--- src/rtl/sram_pkg.sv ---
// ---------------------------------------------------------------------------
// sram_pkg
// Shared types and widths for the 32-bit-over-16-bit SRAM controller.
//   sram_state_t  : access sequencer states (IDLE, LOW, HIGH, DONE)
//   SRAM_ADDR_W   : SRAM half-word address width
//   SRAM_DATA_W   : SRAM data bus width
//   WAIT_CNT_W    : width of the per-half wait counter (WAIT_CYCLES <= 15)
// ---------------------------------------------------------------------------
package sram_pkg;
    localparam int SRAM_ADDR_W = 18;
    localparam int SRAM_DATA_W = 16;
    localparam int WAIT_CNT_W  = 4;

    typedef enum logic [1:0] {
        IDLE = 2'd0,
        LOW  = 2'd1,
        HIGH = 2'd2,
        DONE = 2'd3
    } sram_state_t;
endpackage

--- src/rtl/sram_wait_counter.sv ---
// ---------------------------------------------------------------------------
// sram_wait_counter
// Counts cycles spent in the current SRAM half-access.
//   clk, rst : clock, asynchronous active-high reset
//   clear    : restart from 0 on the next edge (driven on every state change)
//   limit    : terminal count (WAIT_CYCLES-1)
//   expired  : high while the count equals limit, i.e. the last wait cycle
// ---------------------------------------------------------------------------
module sram_wait_counter
    import sram_pkg::*;
(
    input  logic                  clk,
    input  logic                  rst,
    input  logic                  clear,
    input  logic [WAIT_CNT_W-1:0] limit,
    output logic                  expired
);
    logic [WAIT_CNT_W-1:0] cnt;

    assign expired = (cnt == limit);

    // Saturates at limit so an idle controller never wraps the counter.
    always_ff @(posedge clk or posedge rst) begin
        if (rst)
            cnt <= '0;
        else if (clear)
            cnt <= '0;
        else if (!expired)
            cnt <= cnt + 1'b1;
    end
endmodule

--- src/rtl/sram_controller.sv ---
// ---------------------------------------------------------------------------
// sram_controller
// Bridges 32-bit MEM-stage loads/stores onto a 16-bit asynchronous SRAM as
// two half-word accesses (low half at {idx,0}, high half at {idx,1}), each
// lasting WAIT_CYCLES clocks. ready low freezes the pipeline.
//
// Ports:
//   clk, rst          : clock, asynchronous active-high reset
//   wr_en, rd_en      : store / load request, held until ready (both = store)
//   address           : byte address, word index = address[18:2]
//   write_data        : store data
//   read_data         : load data, held until the next load completes
//   ready             : access complete or idle
//   sram_addr         : SRAM half-word address
//   sram_dq_out/oe    : write data and bus drive enable
//   sram_dq_in        : data from SRAM
//   sram_we_n         : write strobe, active low
//
// Optional feature: define SRAM_POSTED_WRITE_EN to post stores (ready in the
// accept cycle, no DONE state); a request arriving while the posted store is
// still on the bus stalls and is taken in the following IDLE cycle.
// ---------------------------------------------------------------------------
module sram_controller
    import sram_pkg::*;
#(
    parameter int WAIT_CYCLES = 1
) (
    input  logic                   clk,
    input  logic                   rst,
    input  logic                   wr_en,
    input  logic                   rd_en,
    input  logic [31:0]            address,
    input  logic [31:0]            write_data,
    output logic [31:0]            read_data,
    output logic                   ready,
    output logic [SRAM_ADDR_W-1:0] sram_addr,
    output logic [SRAM_DATA_W-1:0] sram_dq_out,
    output logic                   sram_dq_oe,
    input  logic [SRAM_DATA_W-1:0] sram_dq_in,
    output logic                   sram_we_n
);
    localparam logic [WAIT_CNT_W-1:0] WAIT_LIMIT = WAIT_CNT_W'(WAIT_CYCLES - 1);

    sram_state_t            state, state_next;
    logic                   op_wr;
    logic [SRAM_ADDR_W-2:0] idx;
    logic [31:0]            wdata;
    logic                   req;
    logic                   cnt_clear;
    logic                   cnt_expired;
    logic                   addr_unused;

    assign req         = wr_en | rd_en;
    assign addr_unused = &{1'b0, address[31:19], address[1:0]};

    sram_wait_counter u_wait (
        .clk     (clk),
        .rst     (rst),
        .clear   (cnt_clear),
        .limit   (WAIT_LIMIT),
        .expired (cnt_expired)
    );

    always_ff @(posedge clk or posedge rst) begin
        if (rst) begin
            state     <= IDLE;
            op_wr     <= 1'b0;
            idx       <= '0;
            wdata     <= '0;
            read_data <= '0;
        end else begin
            state <= state_next;
            if (state == IDLE && req) begin
                op_wr <= wr_en;
                idx   <= address[18:2];
                wdata <= write_data;
            end
            if (!op_wr && cnt_expired) begin
                if (state == LOW)
                    read_data[15:0]  <= sram_dq_in;
                else if (state == HIGH)
                    read_data[31:16] <= sram_dq_in;
            end
        end
    end

    always_comb begin
        state_next  = state;
        ready       = 1'b0;
        sram_addr   = '0;
        sram_dq_out = '0;
        sram_dq_oe  = 1'b0;
        sram_we_n   = 1'b1;

        case (state)
            IDLE: begin
                ready = !req;
`ifdef SRAM_POSTED_WRITE_EN
                if (wr_en)
                    ready = 1'b1;
`endif
                if (req)
                    state_next = LOW;
            end
            LOW: begin
                sram_addr = {idx, 1'b0};
                if (op_wr) begin
                    sram_dq_out = wdata[15:0];
                    sram_dq_oe  = 1'b1;
                    sram_we_n   = 1'b0;
                end
                if (cnt_expired)
                    state_next = HIGH;
            end
            HIGH: begin
                sram_addr = {idx, 1'b1};
                if (op_wr) begin
                    sram_dq_out = wdata[31:16];
                    sram_dq_oe  = 1'b1;
                    sram_we_n   = 1'b0;
                end
                if (cnt_expired) begin
`ifdef SRAM_POSTED_WRITE_EN
                    state_next = op_wr ? IDLE : DONE;
`else
                    state_next = DONE;
`endif
                end
            end
            DONE: begin
                ready      = 1'b1;
                state_next = IDLE;
            end
            default: state_next = IDLE;
        endcase

`ifdef SRAM_POSTED_WRITE_EN
        // The pipeline already moved past a posted store; only a new request stalls.
        if ((state == LOW || state == HIGH) && op_wr)
            ready = !req;
`endif

        // Restart the wait count on every state entry.
        cnt_clear = (state_next != state) || (state == IDLE) || (state == DONE);
    end
endmodule

--- config.mk ---
export PLATFORM = sky130hd
export DESIGN_NAME = sram_controller
export DESIGN_NICKNAME = d
export VERILOG_FILES = /design/src/rtl/sram_pkg.sv /design/src/rtl/sram_wait_counter.sv /design/src/rtl/sram_controller.sv
export SDC_FILE = /design/constraint.sdc
export NUM_CORES = 1
export LEC_CHECK = 0
export CAP_MARGIN = 40
export CORE_MARGIN = 1
export CORE_UTILIZATION = 47
export DETAILED_ROUTE_END_ITERATION = 10
export MAX_ROUTING_LAYER = met4
export PLACE_DENSITY = 0.93
export SETUP_SLACK_MARGIN = 0.2
export SLEW_MARGIN = 10
export SYNTH_ARGS = -nofsm -noshare
export SYNTH_HDL_FRONTEND = slang
export SYNTH_SLANG_ARGS = --single-unit
--- constraint.sdc ---
create_clock -name clk -period 5.7 [get_ports clk]
set_input_delay 1.71 -clock clk [delete_from_list [all_inputs] [get_ports clk]]
set_output_delay 1.71 -clock clk [all_outputs]
set_load 0.02 [all_outputs]
==> impl_metrics.ini, run 1 <==
[status]
status = complete, no violations

[routing]
ant_nets = 0
firstDrtPassIters = 4
viasPerCell = 5.26
drt_wl_total_mm = 8.97
wire_per_inst_um = 17.1
drc = 0
dr_total_vias = 2768
drt-initial-drc-count = 114

[clocking]
postCtsSetupBuffers = 0
clock_latency_ns = 0.35
cts_buffers = 9
hold_buffers = 0
ctsResizeCount = 0
clockRootBuffer = clkbuf_8
cts_htree_levels = 3
cts_sinks = 88
cts_tree = yes
cts.clk_slew.worst_paths_ns = 0.08
clockBufferDepth = 2

[sta]
maxSlewHeadroom_pct = 43.8
min_period_over_period_pct = 84.9
fin_crit_ns = 4.84
finalSetupTns_ns = 0
grt_setup_unrepaired = no
finClkSkew_ns = 0.00638
final_hold_viol_count = 0
slew_viol_final = 0
finalSetupViolations = 0
hold_slack_ns = 0.509
worstMarginPinSlew_ns = 0.840
clock.fmax_mhz = 207

[grt]
grt_pass1_vias = 2934
grt-ovfl-total = 0
grt_pass1_wl_mm = 14.5
antenna_found_initial = 0
grt_max_degree = 48
track_usage_pct = 22.5

[hold_path]
holdCritStartpoint = idx[3]$_DFFE_PP0P_
hp-class = flop to flop
hold_depth = 1
hold_path_end = idx[3]$_DFFE_PP0P_

[pwr]
ir_worst_vdd_mv = 0.328
p_leak_nw = 2.35
finalPower_mw = 3.36
power_density_mw_per_mm2 = 599

[critical_path]
critPathKind = primary input to output port
start_kind = primary input
end_kind = output port
path_delay_family = buffers and inverters
reg2reg_to = read_data[0]$_DFFE_PP0P_
cp.arrival_ns = 3.13
path_max_fanout = 3
reg2reg_depth = 5
worst-path-buf-inv = 2
rr_startpoint = u_wait.cnt[0]$_DFFE_PP0P_
crit_slowest_cell = clkdlybuf4s50_1
required_ns = 3.99
r2r_slack_ns = 3.08
crit_chain = clkdlybuf4s50_1, nor2_1, a21oi_1, nor2_1, clkdlybuf4s50_1
cp_slowest_stage_delay_ns = 0.61

[floorplan]
io_pins = 153
die_h_um = 92.7
fp.dieW_um = 92.7
dieArea_mm2 = 0.00858
start_util_pct = 49.2
rows = 32
coreArea_mm2 = 0.00785

[synthesis]
synth-seq-cells = 88
synth_edf_count = 0
yosysSeqAreaShare_pct = 57.0
syn_area_per_cell_um2 = 13.7
syn-num-nets = 372
syn-cell-area_mm2 = 0.00386
async_reset_ff_share_pct = 100
synthFlopType = dfrtp_1
syn-instance-count = 281
ys_warn_count = 0
synth_cell_types = 32

[cells_and_area]
drive_gt1_share_pct = 25.5
fillers = 552
diodes = 0
fin_util_pct = 71.6
area_delta_synth_final_pct = 45.4
fin_nets = 510
instances_no_fill = 526

[place]
gp_congestion = 0.744
place_inst = 510
place_hpwl_mm = 6.42
numPortBuffers = 137

[run]
drv_cap = 0
## cells in the mapped netlist (2+ instances only)
| cell type | n | area, um2 |
|---|---|---|
| a211oi_1 | 4 | 30.0 |
| a21oi_1 | 3 | 15.0 |
| a22oi_1 | 16 | 120 |
| and2_1 | 17 | 106 |
| clkbuf_1 | 12 | 45.0 |
| dfrtp_1 | 88 | 2200 |
| ha_1 | 7 | 87.6 |
| inv_1 | 6 | 22.5 |
| mux2_2 | 72 | 811 |
| mux2_4 | 10 | 150 |
| nand2_1 | 6 | 22.5 |
| nand4_1 | 2 | 12.5 |
| nor2_1 | 18 | 67.6 |
| nor3b_1 | 2 | 15.0 |
## where the power goes
group	total [mW]	switching, mW	internal, mW
registers	1.10	0.164	0.935
clock network	0.529	0.231	0.297
logic	1.74	0.819	0.918
## registers in the layout, indices dropped and copies added (netlist names)
register / count
read_data: 32
wdata: 32
idx: 17
u_wait.cnt: 4
state: 2
op_wr: 1
## cells by family (layout without fill, tap and decap cells)
group                    count (synthesis)  count (layout)  share of synthesized area, %
flip-flops                              88              88                          57.0
adder cells (fa/ha/maj)                  7               7                          2.27
buffers and inverters                   21             164                          2.66
XOR/XNOR                                 2               2                         0.454
multiplexers                            82              82                          24.9
AO/OA/AOI/OAI                           28              28                          5.28
AND/OR/NAND/NOR                         53              53                          7.45
## worst max path at each step
stage	depth (start not counted)	startpoint	slack [ns]	end
after floorplan	1	rst	1.71	idx[0]$_DFFE_PP0P_
after global placement	5	rd_en	0.85	ready
after detailed placement	5	wr_en	0.86	ready
after CTS	5	wr_en	0.86	ready
after global routing	5	wr_en	0.75	ready
final	5	wr_en	0.86	ready
## layout make-up
type                            instances  area [um2]  area share [%]
Clock inverter                          7         128            2.27
Multi-Input combinational cell        172        1570            27.9
Clock buffer                            9         124            2.20
Tap cell                              102         128            2.27
Timing Repair Buffer                  142        1440            25.7
Sequential cell                        88        2200            39.2
Inverter                                6        23.8           0.423
## through the flow
| stage | worst slack [ns] | cell area (um2) |
|---|---|---|
| 2_1_floorplan | 1.71 | 3860 |
| 3_3_place_gp | 0.852 | 5310 |
| 3_5_place_dp | 0.865 | 5370 |
| 4_1_cts | 0.862 | 5620 |
| 5_1_grt | 0.748 | 5620 |
| 6_report | 0.862 | 5620 |
## cell usage in the layout (no fill, tap or decap), types with 2 or more instances in the layout
cell / synthesis / final
mux2_4: 10 / 10
clkbuf_8: 0 / 9
bufinv_16: 0 / 3
buf_4: 0 / 2
dfrtp_1: 88 / 88
mux2_2: 72 / 72
nor3b_1: 2 / 2
a21oi_1: 3 / 3
clkinv_4: 0 / 2
clkdlybuf4s50_1: 0 / 137
ha_1: 7 / 7
a22oi_1: 16 / 16
buf_8: 0 / 2
nand2_1: 6 / 6
nor2_1: 18 / 18
and2_1: 17 / 17
inv_1: 6 / 5
nand4_1: 2 / 2
a211oi_1: 4 / 4
## worst register-to-register path, cell delays in order (launching register included)
cell and delay (ns):
dfrtp_1 0.42, inv_1 0.09, ha_1 0.17, nor3b_1 0.56
nand3b_1 0.75, mux2_2 0.53
## layer usage
metal | global-route usage, % | vias up | wire length [um]
li1 | - | 1270 | -
met4 | 8.08 | 0 | 146
met3 | 3.45 | 13 | 553
met2 | 36.2 | 112 | 4390
met1 | 29.2 | 1373 | 3890
met5 | - | - | 0
(Power assumes the default switching activity.)
==> inputs of run 2 (changes only) <==
Settings changed: CORE_UTILIZATION 47 to 39, PLACE_DENSITY 0.93 to 0.83.
Clock period 5.7 ns to 4 ns, I/O delays scaled along.
==> impl_metrics.ini, run 2 (synthesis results as in run 1) <==
[status]
status = complete, no violations

[sta]
finalSetupTns_ns = 0
fin_ws_ns = 0.369
min_period_over_period_pct = 90.8
final_hold_viol_count = 0
slew_viol_final = 0
clock.fmax_mhz = 275
fin_crit_ns = 3.63
hold_slack_ns = 0.504
maxSlewHeadroom_pct = 45.2
finClkSkew_ns = 0.00727
worstMarginPinSlew_ns = 0.820
grt_setup_unrepaired = no
finalSetupViolations = 0

[pwr]
p_leak_nw = 2.35
switching_share_pct = 36.3
p_clk_share_pct = 14.8
internal_power_mw = 2.98
p_sw_mw = 1.70
power_frac_seq_pct = 33.2
ir_worst_vdd_mv = 0.411
power_density_mw_per_mm2 = 830
pwr-share-comb_pct = 52.0

[floorplan]
fp.dieW_um = 102
coreArea_mm2 = 0.00942
start_util_pct = 41.0
io_pins = 153
rows = 35
dieArea_mm2 = 0.0103
die_h_um = 102

[cells_and_area]
multi_input_area_mm2 = 0.00157
layout_common_cells = clkdlybuf4s50_1 (136), dfrtp_1 (88), mux2_2 (72), nor2_1 (18), and2_1 (17)
fin_nets = 511
layout.cells.most_common = clkdlybuf4s50_1
drive_gt1_share_pct = 26.1
seqCellArea_mm2 = 0.00220
reg_top3 = read_data (32), wdata (32), idx (17)
fillers = 777
area_delta_synth_final_pct = 45.9
fin_util_pct = 59.9
instances_no_fill = 555

[place]
place_inst = 537
numPortBuffers = 137
dp_slack_ns = 0.155
gp_congestion = 0.735
place_hpwl_mm = 6.26

[critical_path]
cp.arrival_ns = 2.43
r2r_slack_ns = 1.40
rr_startpoint = u_wait.cnt[0]$_DFFE_PP0P_
required_ns = 2.80
reg2reg_to = read_data[2]$_DFFE_PP0P_
path_max_fanout = 18
end_kind = output port
critPathKind = flop to output port
critPathCapture = sram_dq_out[8]
reg2reg_depth = 5
startpoint = state[1]$_DFF_PP0_
start_kind = flop

[grt]
track_usage_pct = 19.0
grt-ovfl-total = 0
grt_max_degree = 52
antenna_found_initial = 1
grt_pass1_wl_mm = 14.4
grt_pass1_vias = 2919

[routing]
drt-initial-drc-count = 86
ant_nets = 0
dr_total_vias = 2759
firstDrtPassIters = 4
drc = 0
wire_per_inst_um = 15.9
drt_wl_total_mm = 8.85
viasPerCell = 4.97

[clocking]
cts_tree = yes
hold_buffers = 0
clockRootBuffer = clkbuf_8
cts_buffers = 9
clockBufferDepth = 2
cts.clk_slew.worst_paths_ns = 0.09
cts_sinks = 88
cts_htree_levels = 3
clock_latency_ns = 0.35

[run]
drv_cap = 0

[hold_path]
hp-class = flop to flop
[run 2: how the worst min path moves through the flow]
| stage | from | end | slack [ns] | cells past startpoint |
|---|---|---|---|---|
| global placement | idx[5]$_DFFE_PP0P_ | idx[5]$_DFFE_PP0P_ | 0.48 | 1 |
| floorplan | idx[16]$_DFFE_PP0P_ | idx[16]$_DFFE_PP0P_ | 0.47 | 1 |
| detailed placement | idx[4]$_DFFE_PP0P_ | idx[4]$_DFFE_PP0P_ | 0.49 | 1 |
| global route | idx[5]$_DFFE_PP0P_ | idx[5]$_DFFE_PP0P_ | 0.52 | 1 |
| CTS | idx[4]$_DFFE_PP0P_ | idx[4]$_DFFE_PP0P_ | 0.51 | 1 |
| finish | idx[5]$_DFFE_PP0P_ | idx[5]$_DFFE_PP0P_ | 0.50 | 1 |
[run 2: area by class of cell]
class,instances,area share [%]
timing repair buffer,143,25.7
clock buffer,9,2.20
multi-input combinational,172,27.9
tap,129,2.86
antenna,1,0.0444
clock inverter,7,1.82
sequential,88,39.1
inverter,6,0.422
[run 2: per-layer routing]
| layer | vias to the layer above | global-route usage (%) | part of all wire, % |
|---|---|---|---|
| met5 | - | - | 0 |
| met4 | 0 | 5.13 | 0.69 |
| met3 | 6 | 6.21 | 8.4 |
| met2 | 122 | 30.3 | 47 |
| met1 | 1363 | 23.0 | 44 |
| li1 | 1268 | - | - |
[run 2: through the flow]
| step | power (mW) | area, um2 |
|---|---|---|
| 2_1_floorplan | 3.05 | 3860 |
| 3_3_place_gp | 3.94 | 5380 |
| 3_5_place_dp | 4.02 | 5380 |
| 4_1_cts | 4.72 | 5610 |
| 5_1_grt | 4.98 | 5640 |
| 6_report | 4.68 | 5640 |
[run 2: power by group through the flow]
stage                     logic (mW)  clock network, mW  registers (mW)
after floorplan                 1.32                  0            1.73
after global placement          2.40                  0            1.54
after detailed placement        2.45                  0            1.57
after CTS                       2.46              0.707            1.55
after global routing            2.63              0.750            1.60
final                           2.44              0.692            1.55
[run 2: critical path: stages (launching register included)]
cell and delay, ns:
dfrtp_1 0.44, inv_1 0.13, ha_1 0.36, nand2_2 0.28, nor2_1 0.23, clkdlybuf4s50_1 0.63
[run 2: repair_timing]
item | CTS | global route
gates resized for setup | 2 | 1
setup endpoints to repair | 17 | 17
buffers inserted | 0 | 0
==> inputs of run 3 (changes only) <==
Settings changed: CORE_UTILIZATION 39 to 57, DONT_BUFFER_PORTS from default to 1, PLACE_DENSITY 0.83 to 0.82.
==> impl_metrics.ini, run 3 (synthesis results as in run 1) <==
[critical_path]
rr_startpoint = u_wait.cnt[0]$_DFFE_PP0P_
cp.arrival_ns = 2.31
required_ns = 2.80
reg2reg_to = read_data[12]$_DFFE_PP0P_
crit_slowest_cell = nor2_1
critPathKind = flop to output port
cp_slowest_stage_delay_ns = 0.57
worst-path-buf-inv = 1
path_max_fanout = 18
r2r_slack_ns = 1.42
end_kind = output port
crit_chain = inv_1, ha_1, nand2_1, nor2_1
start_kind = flop
path_delay_family = simple AND/OR/NAND/NOR gates
reg2reg_depth = 5

[cells_and_area]
drive_gt1_share_pct = 37.5
diodes = 0
stdcell_area_mm2 = 0.00419
layout_common_cells = dfrtp_1 (88), mux2_2 (72), nor2_1 (18), and2_1 (17), a22oi_1 (16)
reg_top3 = read_data (32), wdata (32), idx (17)
fin_nets = 374
area_delta_synth_final_pct = 8.42
layout.cells.most_common = dfrtp_1
fillers = 478
fin_util_pct = 64.8
instances_no_fill = 365

[sta]
slew_viol_final = 0
fin_ws_ns = 0.486
min_period_over_period_pct = 87.8
worstMarginPinSlew_ns = 0.841
grt_setup_unrepaired = no
finalSetupTns_ns = 0
clock.fmax_mhz = 285
finalSetupViolations = 0
final_hold_viol_count = 0
hold_slack_ns = 0.501
maxSlewHeadroom_pct = 43.8
finClkSkew_ns = 0.0156
fin_crit_ns = 3.51

[floorplan]
dieArea_mm2 = 0.00711
io_pins = 153
coreArea_mm2 = 0.00646
start_util_pct = 59.8
rows = 29
die_h_um = 84.3
fp.dieW_um = 84.3

[grt]
antenna_found_initial = 0
track_usage_pct = 22.7
grt-ovfl-total = 0
grt_pass1_vias = 2385
grt_max_degree = 50
grt_pass1_wl_mm = 11.9

[clocking]
postCtsSetupBuffers = 0
hold_buffers = 0
ctsResizeCount = 0
cts_tree = yes
cts_sinks = 88
cts.clk_slew.worst_paths_ns = 0.08
clockRootBuffer = clkbuf_8
cts_htree_levels = 3
cts_buffers = 9
clockBufferDepth = 2
clock_latency_ns = 0.36

[place]
numPortBuffers = 0
place_hpwl_mm = 5.08
place_inst = 349
gp_congestion = 0.798
dp_slack_ns = 0.872
place_area_mm2 = 0.00397

[pwr]
finalPower_mw = 3.98
power_density_mw_per_mm2 = 950
p_leak_nw = 1.82
p_sw_mw = 1.57
pwr-share-comb_pct = 38.2
power_frac_seq_pct = 45.1
ir_worst_vdd_mv = 0.496
internal_power_mw = 2.41
p_clk_share_pct = 16.8
switching_share_pct = 39.5

[routing]
wire_per_inst_um = 19.8
ant_nets = 0
firstDrtPassIters = 7
drt-initial-drc-count = 65
dr_total_vias = 2217
drt_wl_total_mm = 7.21
viasPerCell = 6.07
drc = 11

[hold_path]
hold_path_end = idx[0]$_DFFE_PP0P_
holdCritStartpoint = idx[0]$_DFFE_PP0P_
hp-class = flop to flop
hold_depth = 1

[status]
violations = design-rule violations
status = finished, violations left

[run]
drv_cap = 0
==> run 3: how the worst max path moves through the flow <==
stage,end,from,cells past startpoint
3_5_place_dp,sram_dq_out[12],state[1]$_DFF_PP0_,4
4_1_cts,sram_dq_out[12],state[1]$_DFF_PP0_,4
3_3_place_gp,sram_dq_out[15],state[1]$_DFF_PP0_,4
5_1_grt,sram_dq_out[12],state[1]$_DFF_PP0_,4
2_1_floorplan,idx[0]$_DFFE_PP0P_,rst,1
6_report,sram_dq_out[2],state[1]$_DFF_PP0_,4
==> run 3: final cells by class <==
cell class | count | area (um2) | area share, %
Sequential cell | 88 | 2200 | 52.6
Multi-Input combinational cell | 172 | 1570 | 37.5
Clock buffer | 10 | 128 | 3.05
Tap cell | 77 | 96.3 | 2.30
Clock inverter | 6 | 91.3 | 2.18
Timing Repair Buffer | 6 | 77.6 | 1.85
Inverter | 6 | 23.8 | 0.568
==> run 3: power by group through the flow <==
stage / combinational (mW) / sequential [mW] / clock, mW
floorplan: 1.32 / 1.73 / 0
global placement: 1.48 / 1.78 / 0
detailed placement: 1.53 / 1.81 / 0
CTS: 1.53 / 1.79 / 0.689
global route: 1.65 / 1.85 / 0.721
finish: 1.52 / 1.79 / 0.668
==> run 3: metal layers <==
metal  wire length [um]  part of all wire [%]  track usage [%]
met1               2880                    40             25.4
met2               3470                    48             35.7
met3                679                   9.4             8.65
met4                187                   2.6             11.0
met5                  0                     0                -
